<file path="src/rtl/symbol_frame_check_if.sv">
// Symbol stream in / status records out for symbol_frame_check.
// master drives symbols and stat_ready; slave is the frame checker itself.
interface symbol_frame_check_if;
    logic        valid_in;
    logic [6:0]  data_in;
    logic        sop_in;
    logic        eop_in;
    logic        stat_valid;
    logic        stat_ready;
    logic [15:0] stat_len;
    logic [3:0]  stat_err;
    logic        stat_ovf;
    logic [7:0]  orphan_cnt;

    modport master (
        output valid_in, data_in, sop_in, eop_in, stat_ready,
        input  stat_valid, stat_len, stat_err, stat_ovf, orphan_cnt
    );

    modport slave (
        input  valid_in, data_in, sop_in, eop_in, stat_ready,
        output stat_valid, stat_len, stat_err, stat_ovf, orphan_cnt
    );
endinterface

</file>
<file path="src/rtl/symbol_frame_check.sv">
// Frames sop/eop symbol packets, checks 7-bit sum/length/truncation and queues one record per packet.
// Record visible 1 cycle after completion via FWFT FIFO; no input back-pressure, full FIFO drops records (sticky stat_ovf).
module symbol_frame_check #(
    parameter int MAX_LEN    = 1024,
    parameter int STAT_DEPTH = 4
) (
    input logic                 clk,
    input logic                 rst,
    symbol_frame_check_if.slave bus
);
    localparam int          PW         = $clog2(STAT_DEPTH);
    localparam logic [15:0] LP_MAX_LEN = 16'(MAX_LEN);

    typedef enum logic {IDLE, IN_PKT} state_t;

    state_t      r_state, w_state_nxt;
    logic [15:0] r_len, w_len_nxt, w_len_inc, w_rec_len;
    logic [6:0]  r_sum, w_sum_nxt, w_rec_sum;
    logic        w_push, w_trunc, w_orphan;
    logic [2:0]  w_rec_err;

    logic [18:0] r_mem [STAT_DEPTH];
    logic [PW:0] r_wptr, r_rptr;
    logic [18:0] w_head;
    logic        w_empty, w_full, w_pop, w_wr;
    logic        r_ovf;
    logic [7:0]  r_orphan;

    assign w_len_inc = (r_len == 16'hFFFF) ? r_len : r_len + 16'd1;

    always_comb begin
        w_state_nxt = r_state;
        w_len_nxt   = r_len;
        w_sum_nxt   = r_sum;
        w_push      = 1'b0;
        w_trunc     = 1'b0;
        w_orphan    = 1'b0;
        w_rec_len   = r_len;
        w_rec_sum   = r_sum;
        if (bus.valid_in) begin
            case (r_state)
                IDLE: begin
                    if (bus.sop_in) begin
                        w_len_nxt = 16'd1;
                        w_sum_nxt = bus.data_in;
                        if (bus.eop_in) begin
                            w_push    = 1'b1;
                            w_rec_len = 16'd1;
                            w_rec_sum = bus.data_in;
                        end else begin
                            w_state_nxt = IN_PKT;
                        end
                    end else begin
                        w_orphan = 1'b1;
                    end
                end
                IN_PKT: begin
                    if (!bus.sop_in) begin
                        w_len_nxt = w_len_inc;
                        w_sum_nxt = r_sum + bus.data_in;
                        if (bus.eop_in) begin
                            w_push      = 1'b1;
                            w_rec_len   = w_len_inc;
                            w_rec_sum   = r_sum + bus.data_in;
                            w_state_nxt = IDLE;
                        end
                    end else begin
                        // A fresh sop cuts the open packet short; the record carries only the symbols already seen.
                        w_push  = 1'b1;
                        w_trunc = 1'b1;
                        if (bus.eop_in) begin
                            w_orphan    = 1'b1;
                            w_state_nxt = IDLE;
                        end else begin
                            w_len_nxt = 16'd1;
                            w_sum_nxt = bus.data_in;
                        end
                    end
                end
                default: w_state_nxt = IDLE;
            endcase
        end
    end

    assign w_rec_err = {w_trunc, (w_rec_len > LP_MAX_LEN), (w_rec_sum != 7'd0)};

    assign w_empty = (r_wptr == r_rptr);
    assign w_full  = (r_wptr[PW] != r_rptr[PW]) && (r_wptr[PW-1:0] == r_rptr[PW-1:0]);
    assign w_pop   = !w_empty && bus.stat_ready;
    // A pop in the same cycle frees the head slot, so a push into a full FIFO still lands.
    assign w_wr    = w_push && (!w_full || w_pop);
    assign w_head  = r_mem[r_rptr[PW-1:0]];

    always_ff @(posedge clk) begin
        if (w_wr) r_mem[r_wptr[PW-1:0]] <= {w_rec_len, w_rec_err};
    end

    always_ff @(posedge clk or posedge rst) begin
        if (rst) begin
            r_state  <= IDLE;
            r_len    <= 16'd0;
            r_sum    <= 7'd0;
            r_wptr   <= '0;
            r_rptr   <= '0;
            r_ovf    <= 1'b0;
            r_orphan <= 8'd0;
        end else begin
            r_state <= w_state_nxt;
            r_len   <= w_len_nxt;
            r_sum   <= w_sum_nxt;
            if (w_wr)  r_wptr <= r_wptr + 1'b1;
            if (w_pop) r_rptr <= r_rptr + 1'b1;
            if (w_push && !w_wr) r_ovf <= 1'b1;
            if (w_orphan && r_orphan != 8'hFF) r_orphan <= r_orphan + 8'd1;
        end
    end

    assign bus.stat_valid = !w_empty;
    assign bus.stat_len   = w_empty ? 16'd0 : w_head[18:3];
    assign bus.stat_err   = w_empty ? 4'd0 : {1'b0, w_head[2:0]};
    assign bus.stat_ovf   = r_ovf;
    assign bus.orphan_cnt = r_orphan;
endmodule

</file>
<file path="src/flat_wrapper.sv">
// flat-port wrapper written by rule: the top's interface ports become plain ports
module symbol_frame_check_flat 
#(
    parameter int MAX_LEN    = 1024,
    parameter int STAT_DEPTH = 4
)
  (clk, rst, bus_valid_in, bus_data_in, bus_sop_in, bus_eop_in, bus_stat_ready, bus_stat_valid, bus_stat_len, bus_stat_err, bus_stat_ovf, bus_orphan_cnt);
  symbol_frame_check_if bus_i ();
  input logic clk;
  input logic rst;
  input wire logic [$bits(bus_i.valid_in)-1:0] bus_valid_in;
  input wire logic [$bits(bus_i.data_in)-1:0] bus_data_in;
  input wire logic [$bits(bus_i.sop_in)-1:0] bus_sop_in;
  input wire logic [$bits(bus_i.eop_in)-1:0] bus_eop_in;
  input wire logic [$bits(bus_i.stat_ready)-1:0] bus_stat_ready;
  output wire logic [$bits(bus_i.stat_valid)-1:0] bus_stat_valid;
  output wire logic [$bits(bus_i.stat_len)-1:0] bus_stat_len;
  output wire logic [$bits(bus_i.stat_err)-1:0] bus_stat_err;
  output wire logic [$bits(bus_i.stat_ovf)-1:0] bus_stat_ovf;
  output wire logic [$bits(bus_i.orphan_cnt)-1:0] bus_orphan_cnt;
  assign bus_i.valid_in = bus_valid_in;
  assign bus_i.data_in = bus_data_in;
  assign bus_i.sop_in = bus_sop_in;
  assign bus_i.eop_in = bus_eop_in;
  assign bus_i.stat_ready = bus_stat_ready;
  assign bus_stat_valid = bus_i.stat_valid;
  assign bus_stat_len = bus_i.stat_len;
  assign bus_stat_err = bus_i.stat_err;
  assign bus_stat_ovf = bus_i.stat_ovf;
  assign bus_orphan_cnt = bus_i.orphan_cnt;
  symbol_frame_check #(.MAX_LEN(MAX_LEN), .STAT_DEPTH(STAT_DEPTH)) u_core (.clk(clk), .rst(rst), .bus(bus_i));
endmodule
</file>
<file path="config.mk">
export PLATFORM = sky130hd
export DESIGN_NAME = symbol_frame_check_flat
export DESIGN_NICKNAME = d
export VERILOG_FILES = /design/src/rtl/symbol_frame_check_if.sv /design/src/rtl/symbol_frame_check.sv /design/src/flat_wrapper.sv
export SDC_FILE = /design/constraint.sdc
export NUM_CORES = 1
export LEC_CHECK = 0
export CORE_MARGIN = 2
export CORE_UTILIZATION = 45
export CTS_BUF_LIST = sky130_fd_sc_hd__clkbuf_4 sky130_fd_sc_hd__clkbuf_8
export CTS_CLUSTER_SIZE = 24
export DETAILED_ROUTE_END_ITERATION = 10
export GPL_TIMING_DRIVEN = 0
export SYNTH_ARGS = -nofsm -noshare
export SYNTH_HDL_FRONTEND = slang
export SYNTH_SLANG_ARGS = --single-unit
</file>
<file path="constraint.sdc">
create_clock -name clk -period 3.4 [get_ports clk]
set_input_delay 0.51 -clock clk [delete_from_list [all_inputs] [get_ports clk]]
set_output_delay 0.51 -clock clk [all_outputs]
set_load 0.02 [all_outputs]
</file>
# Word-level counts from Yosys, hierarchy flattened
# Memory sizes are Yosys's and may differ from the RTL's.
# Index checks and enable logic that the tools add are counted.
dict set report word_totals {
  latchBits 0
  reg_bits 39
  mem_bits_rw 76
  mem_count 1
  rom_bits 0
  inputBits 13
  out_inout_bits 30
  word_cells 72
}
# name words width read_ports rd_clocked_by_memory_dff write_ports line_no
set memory_table {}
lappend memory_table {u_core.r_mem 4 19 1 0 1 symbol_frame_check.sv:22} ;# logic [18:0] r_mem [STAT_DEPTH];
dict set report classes {
  bitwise 1
  n_mux 39
  div_mod_pow 0
  eq_ne 7
  n_reduce_logical 11
  order_cmp 1
  shifts 0
  mul 0
  n_addsub 5
}
# cell n
set ops {}
lappend ops {{$mux 16} 10}
lappend ops {{$pmux 16 s2} 2}
lappend ops {{$mux 7} 8}
lappend ops {{$pmux 7 s2} 2}
lappend ops {{$add 16x1->16 const B} 1}
lappend ops {{$eq 16x16->1 const B} 1}
lappend ops {{$gt 16x11->1 const B} 1}
lappend ops {{$mux 1} 13}
lappend ops {{$add 8x1->8 const B} 1}
lappend ops {{$ne 8x8->1 const B} 1}
lappend ops {{$add 7x7->7} 1}
lappend ops {{$reduce_bool 7->1} 1}
lappend ops {{$add 3x1->3 const B} 2}
lappend ops {{$pmux 1 s2} 3}
lappend ops {{$logic_and 1x1->1} 5}
lappend ops {{$eq 3x3->1} 1}
lappend ops {{$logic_not 1->1} 3}
lappend ops {{$mux 3} 1}
lappend ops {{$ne 3x3->1 const B} 1}
lappend ops {{$reduce_and 3->1} 1}
lappend ops {{$eq 2x2->1} 1}
lappend ops {{$ne 2x2->1 const B} 1}
lappend ops {{$logic_or 1x1->1} 1}
lappend ops {{$ne 1x1->1} 1}
lappend ops {{$not 1->1} 1}

# Longest topological paths before layout
# Gate-level depths: netlist (run 1).
dict set report logic_depth {
  depth_word 7
  depth_mapped 10
  ltp_nobuf 9
}

# Least setup slack after synthesis (run 1)
# No wires, ideal clock.
dict set report synth_timing {
  path_type {input to register}
  from {input port bus_data_in[0]}
  to {memory u_core.r_mem[0][0], data pin}
  required_ns 3.199
  setup_ns 0.201
  t_arrival_ns 2.166
  path_stages 9
  setup_slack_ns 1.033
  path_buffers 0
  cell_sequence {ha_1 > fa_1 > a21o_1 > a21oi_1 > o21bai_1 > a21oi_1 > xnor2_1 > nor3_1 > o21ai_0}
}
dict set report synth_via {
  elab_chain_len 6
  elab_cells_between_ends 8
  cone_classes {add/sub (1); mux (6); reduce/logical (1)}
}
# item line_no
set synth_rtl {}
lappend synth_rtl {{start, declared} flat_wrapper.sv:12} ;# input wire logic [$bits(bus_i.data_in)-1:0] bus_data_in;
lappend synth_rtl {{$add 7x7->7} symbol_frame_check.sv:64} ;# w_rec_sum = r_sum + bus.data_in;
lappend synth_rtl {{$mux 7} symbol_frame_check.sv:61} ;# if (bus.eop_in) begin
lappend synth_rtl {{$mux 7} symbol_frame_check.sv:58} ;# if (!bus.sop_in) begin
lappend synth_rtl {{$pmux 7 s2 *} symbol_frame_check.sv:41} ;# case (r_state)
lappend synth_rtl {{$mux 7 *} symbol_frame_check.sv:40} ;# if (bus.valid_in) begin
lappend synth_rtl {{$reduce_bool 7->1 *} symbol_frame_check.sv:85} ;# assign w_rec_err = {w_trunc, (w_rec_len > LP_MAX_LEN), (w_rec_sum != 7'd0)};
lappend synth_rtl {{via u_core.w_rec_err[0]} symbol_frame_check.sv:20} ;# logic [2:0] w_rec_err;
lappend synth_rtl {{end, declared} symbol_frame_check.sv:22}
# Mark *: on every way through the listed nets, which the timed path passes. The rest lies on a longest branch.

# Final worst setup path (run 1)
dict set report layout_timing {
  from {register u_core.r_rptr[0]}
  to {output port bus_stat_len[6]}
}
dict set report layout_via {
  elab_chain_len 2
  elab_cells_between_ends 3
  cone_classes {eq/ne (1); mux (1); memory (1)}
}
# item line_no
set layout_rtl {}
lappend layout_rtl {{start, declared} symbol_frame_check.sv:23} ;# logic [PW:0] r_wptr, r_rptr;
lappend layout_rtl {{start signal, assigned} symbol_frame_check.sv:112} ;# if (w_pop) r_rptr <= r_rptr + 1'b1;
lappend layout_rtl {{$mem_v2 4x19 / $eq 3x3->1 (equally long branches)} n/a}
lappend layout_rtl {{$mux 16 *} symbol_frame_check.sv:119} ;# assign bus.stat_len = w_empty ? 16'd0 : w_head[18:3];
lappend layout_rtl {{end, declared} flat_wrapper.sv:17} ;# output wire logic [$bits(bus_i.stat_len)-1:0] bus_stat_len;
# Every way passes the cells marked *; elsewhere a longest branch is shown, timed or not.

==> results_dict.tcl, run 1 <==
set metrics [dict create \
    num_vias 4095 \
    cts_setup_buffers 0 \
    synth-seq-cells 115 \
    power_mw 5.22 \
    drcViolationCount 0 \
    num_rows 41 \
    cts.path.max_buffers 2 \
    root_buffer "clkbuf_8" \
    diodes 0 \
    slew-limit-headroom 0.293 \
    cp-start-kind "register" \
    port_buffers 40 \
    gp_congestion 0.927 \
    numCtsBuffers 17 \
    skew_ns 0.0115 \
    yosys_warnings 0 \
    cts_sinks 115 \
    grt_start_max_net_pins 40 \
    power_density_nw_per_um2 752 \
    grt-ovfl-total 0 \
    peakVddDrop_mv 0.460 \
    rsz0062_at_grt "no" \
    clock.fmax_ghz 0.320 \
    grt_usage 0.198 \
    cts_tree "built" \
    worstSkewPairLatency_ns 0.43 \
    yosys_most_used_dff "edfxtp_1" \
    ys_top_cells_by_area "edfxtp_1 39%, dfrtp_1 17%, mux4_2 7.3%, o21ai_0 3.2%, nand2_1 3.0%" \
    synth.avg_cell_area_um2 11.9 \
    h-tree-depth 4 \
    min_period_over_period 0.919 \
    synth_area_um2 5870 \
    synth_fp_nets 521 \
    finalHoldViolations 0 \
    slew_viol_final 0 \
    dp_hpwl_um 8960 \
    drv_cap 0 \
    crit_type "register to output pin" \
    dr.pass1.iters 5 \
    wl_um 12900 \
    outcome "completed" \
    area_growth_pct 18.1 \
    yosysTopAreaCellShare 0.388 \
    async_flop_share 0.339 \
    cp.required_ns 2.89 \
    clkSlewWorstSetupHoldPaths_ns 0.07 \
    p_leak_nw 2.59 \
    arrival_ns 2.61 \
    fp.dieArea_um2 14000 \
    die_y_um 118 \
    endpoint_kind "output pin" \
    drt_iter0_drc 290 \
    drive_above_1_share 0.136 \
    hold_path.class "register to register" \
    final_nets 580 \
    antenna_found_initial 0 \
    synth.largest_area_cell "edfxtp_1" \
    first_global_vias 4150 \
    vias_per_cell 5.55 \
    ioPinCount 43 \
    tightest_slew_ns 1.06 \
    start_util 0.464 \
    yosysSeqAreaShare 0.555 \
    period_needed_ns 3.12 \
    wire_per_inst_um 17.5 \
    fin_tns_setup_ns 0 \
    setup_violations 0 \
    ant_nets 0 \
    synth_cells 494 \
    synth_edf_count 76 \
    coreArea_um2 12700 \
    grt_pass1_wl_um 21600 \
    cp_max_fo 10 \
    synth.distinct_cells 63 \
    fp.dieW_um 118 \
]
placed cells by master, fill, tap and decap left out, drive strengths merged, types with 3 or more instances in the layout:
master         synthesis  final
a31oi                  5      5
o2111ai                3      3
nor2b                 21     21
o211ai                 5      5
a22o                   4      4
nand4                  8      8
o21ai                 39     39
mux2i                  6      6
clkdlybuf4s50          0     40
a21oi                 24     24
ha                    13     13
dfrtp                 39     39
xor2                   3      3
mux4                  19     19
xnor2                 18     18
edfxtp                76     76
clkbuf                20     40
and2                   8      8
nor3                   9      9
or4                    3      3
nand2                 47     47
nand3                 19     19
inv                   22     24
o22ai                  5      5
and3                   7      7
bufinv                 0      4
nor2                  22     22
clkinv                 0      5
and4                   6      6
buf                   12     11
power by group:
part | internal, mW | total (mW) | switching [mW]
registers | 1.70 | 1.83 | 0.136
clock network | 0.827 | 1.40 | 0.572
logic | 0.961 | 1.98 | 1.02
critical path, cell delays in order, from the launching register on:
cell and delay, ns:
dfrtp_1 0.42, clkdlybuf4s15_2 0.50, mux4_2 0.58, nor2b_1 0.14, clkdlybuf4s50_1 0.54
registers in the layout, summed over array words and instances (netlist names):
name / cells
u_core.bus.orphan_cnt: 8
u_core.bus.stat_ovf: 1
u_core.r_len: 16
u_core.r_mem: 76
u_core.r_rptr: 3
u_core.r_state: 1
u_core.r_sum: 7
u_core.r_wptr: 3
cells in the mapped netlist (7+ instances only):
master     n
o21ai_0   38
ha_1      13
clkbuf_1  20
mux4_2    19
nand4_1    8
and2_1     8
nand3_1   18
edfxtp_1  76
nor2_1    22
dfrtp_1   39
inv_1     22
a21oi_1   24
nand2_1   47
xnor2_1   18
nor2b_1   21
nor3_1     7
per-layer routing:
metal / up-vias / share of wire / global-route usage
met2: 114 / 0.47 / 0.311
met4: 0 / 0.013 / 0.0693
met3: 12 / 0.049 / 0.0565
met1: 2019 / 0.47 / 0.265
li1: 1950 / - / -
met5: - / 0 / 0
stage by stage:
step / utilization / std cells / worst slack [ns] / instance area [um^2] / hold WS [ns]
3_5_place_dp: 0.512 / 706 / 0.00591 / 6490 / 0.479
2_1_floorplan: - / 494 / 1.03 / 5870 / 0.462
3_3_place_gp: 0.512 / 706 / 0.0430 / 6490 / 0.474
6_report: 0.547 / 738 / 0.275 / 6940 / 0.489
5_1_grt: 0.547 / 738 / 0.0723 / 6940 / 0.509
4_1_cts: 0.547 / 738 / 0.0320 / 6930 / 0.499
cell type report:
type	count	area, um^2
Fill cell	1097	5740
Buffer	32	169
Tap cell	172	215
Timing Repair Buffer	40	400
Sequential cell	115	3260
Inverter	22	82.6
Clock inverter	12	180
Clock buffer	20	256
Multi-Input combinational cell	325	2370
final timing paths:
check | start | endpoint | slack, ns | cells past startpoint
worst max-delay path | u_core.r_rptr[0] | bus_stat_len[6] | 0.28 | 4
worst min-delay path | u_core.bus.stat_ovf | u_core.bus.stat_ovf | 0.49 | 1
worst max register to register | u_core.r_len[1] | u_core.r_mem[3][1] | 0.44 | 8
worst min register to register | u_core.bus.stat_ovf | u_core.bus.stat_ovf | 0.49 | 1
max in group asynchronous | rst | u_core.r_rptr[0] | 2.25 | 2
min in group asynchronous | rst | u_core.r_len[12] | 0.58 | 2
logic make-up (layout without fill, tap and decap cells):
family,count (synthesis),after routing,share of synthesized area
compound gates,103,103,0.109
xor+xnor,21,21,0.0313
fa+ha+maj,15,15,0.0328
buf+inv,54,126,0.0413
flops,115,115,0.555
mux,26,26,0.0850
other cells,1,1,0.000638
simple gates,159,159,0.146
repair_timing:
| item | 4_1_cts | 5_1_grt |
|---|---|---|
| cloned | 0 | 0 |
| setup endpoints to repair | 9 | 10 |
| hold endpoints to repair | 0 | 0 |
| pin swaps | 0 | 0 |
| hold buffers | 0 | 0 |
| gates resized for setup | 2 | 2 |
Note: power is estimated with default switching activity, not from simulation.
==> run 2: changes to the inputs <==
DONT_BUFFER_PORTS = 1   (was default)
clock period = 3.2 ns   (was 3.4 ns; I/O delays follow)
==> run 2 against run 1 <==
Net effect:
- clock power shrank 9%
- cell count decreased by 5.4%
- die area is the same
- power fell by 7.5%
- global-route usage down 0.54 points
- design area shrank 6.8%
- register-to-register slack got worse by 0.14 ns
- setup slack better by 0.028 ns
- via count is 4.7% lower
- sequential power is 9% higher
==> results_dict.tcl, run 2 (synthesis results as in run 1) <==
set metrics [dict create \
    ant_nets 0 \
    dp_hpwl_um 8740 \
    port_buffers 0 \
    num_vias 3902 \
    worstRegToRegCells 8 \
    drive_above_1_share 0.139 \
    rrSetupSlack_ns 0.30 \
    setup_violations 0 \
    power.net_switching_mw 1.76 \
    hold_ws_ns 0.0909 \
    clock.fmax_ghz 0.345 \
    tightest_slew_ns 1.03 \
    cts_sinks 115 \
    n_fill_cell 1153 \
    drt_iter0_drc 346 \
    fin_util 0.510 \
    crit_type "register to register" \
    start_util 0.464 \
    cts_tree "built" \
    ctsResizeCount 0 \
    peakVddDrop_mv 0.344 \
    clkSlewWorstSetupHoldPaths_ns 0.08 \
    swShare 0.365 \
    fin_tns_setup_ns 0 \
    dr.pass1.iters 4 \
    diodes 0 \
    cp_max_fo 7 \
    vias_per_cell 5.59 \
    skew_ns 0.0136 \
    ioPinCount 43 \
    timing.rr.start "u_core.r_len[1]" \
    power_density_nw_per_um2 746 \
    slew-limit-headroom 0.312 \
    grt_usage 0.193 \
    period_needed_ns 2.90 \
    cp-start-kind "register" \
    clkPwrFrac 0.265 \
    rsz0062_at_grt "no" \
    wire_per_inst_um 17.9 \
    cts_setup_buffers 0 \
    arrival_ns 3.04 \
    slowest_stage "dfrtp_1" \
    p_leak_nw 2.39 \
    setup_ws_ns 0.304 \
    post-place-ws_ns 0.349 \
    hold_path.class "input pin to asynchronous set/reset pin" \
    cts_hold_buf 0 \
    slew_viol_final 0 \
    antenna_found_initial 0 \
    fp.dieArea_um2 14000 \
    gp_congestion 0.917 \
    coreArea_um2 12700 \
    outcome "completed" \
    final_cell_mix "76 x edfxtp_1, 47 x nand2_1, 39 x dfrtp_1, 38 x o21ai_0, 24 x a21oi_1" \
    worstSkewPairLatency_ns 0.44 \
    drcViolationCount 0 \
    top_usage_layer "met2" \
    grt_start_max_net_pins 40 \
    reg2reg_to "u_core.r_mem[0][1]" \
    grt_pass1_wl_um 20900 \
    path_cells "ha_1 -> and4_1 -> nand4_1 -> nand4_1 -> or3_1 -> nand3_1 -> nor4b_4 -> o2111ai_2" \
    grtUsageMet3 0.0483 \
    cp.required_ns 3.34 \
    endpoint_kind "register" \
    drv_cap 0 \
    grt-ovfl-total 0 \
    slowest_delay_ns 0.46 \
    largest_reg_flops 76 \
    area_growth_pct 10.0 \
    intPower_mw 3.06 \
    num_rows 41 \
    cts.path.max_buffers 2 \
    grt_util_met1 0.269 \
    die_y_um 118 \
    power_mw 4.82 \
    crit_top_cell "nand4_1" \
    layout_commonest_cell "edfxtp_1" \
    use_met2 0.293 \
    combinationalPowerShare 0.321 \
    fp.dieW_um 118 \
    final_nets 540 \
    h-tree-depth 4 \
    first_global_vias 3919 \
    finalHoldViolations 0 \
    wl_um 12500 \
    min_period_over_period 0.905 \
    root_buffer "clkbuf_8" \
    seq_power_share 0.413 \
    numCtsBuffers 17 \
]
run 2: cell count changes in the layout (fill, tap and decap cells not counted), sizes merged:
cell           delta
bufinv            -2
buf               +1
inv               -1
clkdlybuf4s15     -1
clkbuf            -3
clkinvlp          +2
clkinv            +4
clkdlybuf4s50    -40
run 2: final cells by class:
cell class / count / area (um^2) / share of cell area
inverter: 22 / 82.6 / 0.0128
sequential: 115 / 3260 / 0.504
multi-input combinational: 325 / 2370 / 0.367
clock buffer: 17 / 234 / 0.0362
tap: 172 / 215 / 0.0333
clock inverter: 15 / 140 / 0.0217
buffer: 32 / 160 / 0.0248
run 2: through the flow:
stage	area [um^2]	instances
after detailed placement	6090	666
after floorplan	5870	494
final	6460	698
after global routing	6460	698
after CTS	6460	698
after global placement	6090	666
run 2: worst max-delay path: cells and delay by family, from the launching register on:
kind            cells  cell delay, ns
compound gates      1            0.18
flops               1            0.46
fa+ha+maj           1            0.29
simple gates        6            1.68
run 2: worst max-delay path by stage:
stage / from / endpoint / slack [ns] / cells after the start
5_1_grt: u_core.r_len[1] / u_core.r_mem[2][1] / 0.01 / 8
3_3_place_gp: bus_eop_in / u_core.r_mem[3][15] / 0.36 / 5
4_1_cts: u_core.r_rptr[0] / bus_stat_len[11] / 0.20 / 3
2_1_floorplan: u_core.r_len[1] / u_core.r_mem[0][1] / 0.84 / 9
6_report: u_core.r_len[1] / u_core.r_mem[0][1] / 0.30 / 8
3_5_place_dp: u_core.r_len[1] / u_core.r_mem[1][1] / 0.35 / 8
run 2: metal layers:
layer  vias to the layer above  wire [um]
met4                         0        155
met5                         -          0
met2                        90       5980
li1                       1874          -
met3                        15        617
met1                      1923       5770
run 2: power groups by stage:
| stage | logic [mW] | clock network, mW | registers, mW |
|---|---|---|---|
| global placement | 1.55 | 0 | 2.01 |
| detailed placement | 1.57 | 0 | 2.03 |
| floorplan | 1.31 | 0 | 1.98 |
| global route | 1.71 | 1.38 | 2.02 |
| CTS | 1.59 | 1.31 | 2.00 |
| finish | 1.55 | 1.28 | 1.99 |
==> run 3: changes to the inputs <==
CORE_ASPECT_RATIO = 1.1   (was default)
==> run 3 against run 2 <==
Net effect:
- the run now ends with design-rule violations left
- setup slack improved by 0.016 ns
- flip-flop and latch count unchanged
- first-iteration DRC count increased by 0.29%
- fmax increased by 0.55%
- highest routed layer unchanged
- register-to-register slack improved by 0.02 ns
- global-route usage about the same
- sequential power about the same
- combinational power about the same
- hold slack improved by 0.016 ns
==> results_dict.tcl, run 3 (synthesis results as in run 1) <==
set metrics [dict create \
    drive_above_1_share 0.137 \
    placed_cells 651 \
    grt_start_max_net_pins 40 \
    period_needed_ns 2.88 \
    power.net_switching_mw 1.77 \
    largest_reg_flops 76 \
    grt_pass1_wl_um 20700 \
    outcome "finished, violations left" \
    tightest_slew_ns 1.07 \
    setup_violations 0 \
    num_vias 3938 \
    diodes 0 \
    start_util 0.463 \
    dr.pass1.iters 8 \
    drcViolationCount 4 \
    skew_ns 0.0120 \
    ant_nets 0 \
    final_nets 540 \
    slowest_delay_ns 0.45 \
    p_leak_nw 2.40 \
    arrival_ns 3.02 \
    crit_type "register to register" \
    peakVddDrop_mv 0.299 \
    gp_congestion 0.883 \
    ctsResizeCount 0 \
    critical_path.startpoint "u_core.r_len[1]" \
    first_global_vias 3939 \
    h-tree-depth 4 \
    coreArea_um2 12700 \
    path_cells "ha_1 -> and4_1 -> nand4_1 -> nand4_1 -> or3_1 -> nand3_1 -> nor4b_4 -> o2111ai_2" \
    slew_viol_final 0 \
    clkSlewWorstSetupHoldPaths_ns 0.08 \
    intPower_mw 3.16 \
    root_buffer "clkbuf_8" \
    swShare 0.359 \
    die_y_um 124 \
    antenna_found_initial 0 \
    wl_um 12600 \
    timing.rr.start "u_core.r_len[1]" \
    power_density_nw_per_um2 761 \
    port_buffers 0 \
    endpoint_kind "register" \
    seq_power_share 0.404 \
    dp_hpwl_um 8690 \
    drv_cap 0 \
    failed_checks "design-rule violations" \
    fp.dieArea_um2 14000 \
    cp_max_fo 7 \
    vias_per_cell 5.77 \
    combinationalPowerShare 0.316 \
    n_fill_cell 1091 \
    rsz0062_at_grt "no" \
    layout_commonest_cell "edfxtp_1" \
    hold_path.class "input pin to asynchronous set/reset pin" \
    area_growth_pct 10.2 \
    grt-ovfl-total 0 \
    cp-start-kind "register" \
    slew-limit-headroom 0.290 \
    numCtsBuffers 17 \
    finalHoldViolations 0 \
    cts_tree "built" \
    final_cell_mix "76 x edfxtp_1, 47 x nand2_1, 39 x dfrtp_1, 38 x o21ai_0, 24 x a21oi_1" \
    num_rows 43 \
    cts_hold_buf 0 \
    fin_tns_setup_ns 0 \
    crit_top_cell "nand4_1" \
    cp.required_ns 3.34 \
    drt_iter0_drc 347 \
    cts_sinks 115 \
    grt_usage 0.193 \
    fp.dieW_um 113 \
    min_period_over_period 0.900 \
    wire_per_inst_um 18.4 \
    clkPwrFrac 0.280 \
    cts_setup_buffers 0 \
    clock.fmax_ghz 0.347 \
    final_cells 683 \
    worstSkewPairLatency_ns 0.43 \
    slowest_stage "dfrtp_1" \
    cts.path.max_buffers 2 \
    ioPinCount 43 \
]
run 3: changes by cell type in the layout (fill, tap and decap cells not counted), sizes merged:
| cell | previous run | this run |
|---|---|---|
| clkinv | 9 | 5 |
| bufinv | 2 | 3 |
| clkbuf | 37 | 38 |
| clkinvlp | 3 | 4 |
| inv | 23 | 24 |
run 3: metal layers:
layer,up-vias,global-route usage,part of all wire
met5,-,0,0
met4,0,0.0587,0.014
met3,16,0.0491,0.053
met2,126,0.326,0.49
met1,1922,0.249,0.44
li1,1874,-,-
run 3: power by group through the flow:
| stage | logic [mW] | clock network (mW) | registers [mW] |
|---|---|---|---|
| 2_1_floorplan | 1.31 | 0 | 1.98 |
| 3_3_place_gp | 1.55 | 0 | 2.02 |
| 3_5_place_dp | 1.58 | 0 | 2.02 |
| 4_1_cts | 1.58 | 1.40 | 1.99 |
| 5_1_grt | 1.72 | 1.47 | 2.02 |
| 6_report | 1.56 | 1.38 | 1.99 |
run 3: worst paths after layout:
kind / endpoint / slack, ns / cells after the start
setup / recovery: u_core.r_mem[1][1] / 0.32 / 8
setup reg to reg: u_core.r_mem[1][1] / 0.32 / 8
max in group asynchronous: u_core.r_len[14] / 2.55 / 1
hold reg to reg: u_core.r_wptr[2] / 0.49 / 1
min in group clk: u_core.r_rptr[2] / 0.22 / 2
hold / removal: u_core.r_rptr[2] / 0.11 / 1
run 3: stage by stage:
stage	utilization	setup slack [ns]	power, mW	area (um^2)	hold WS (ns)
finish	0.510	0.320	4.93	6470	0.107
global route	0.510	0.0994	5.22	6470	0.159
CTS	0.510	0.297	4.97	6470	0.117
detailed placement	0.478	0.335	3.60	6070	0.478
global placement	0.478	0.357	3.57	6070	0.477
floorplan	-	0.837	3.29	5870	0.462
run 3: layout make-up:
cell class              count  area (um^2)  area share
plain buffers              32          160      0.0247
well taps                 157          196      0.0303
inverters                  22         82.6      0.0128
multi-input cells         325         2370       0.367
clock buffers              18          241      0.0373
clock inverters            14          161      0.0249
flip-flops and latches    115         3260       0.503
run 3: critical path, delay by kind of cell, from the launching register on:
| kind | cells | cell delay (ns) |
|---|---|---|
| adders and majority gates | 1 | 0.27 |
| DFF | 1 | 0.45 |
| AOI/OAI and AO/OA | 1 | 0.19 |
| and+or+nand+nor | 6 | 1.68 |
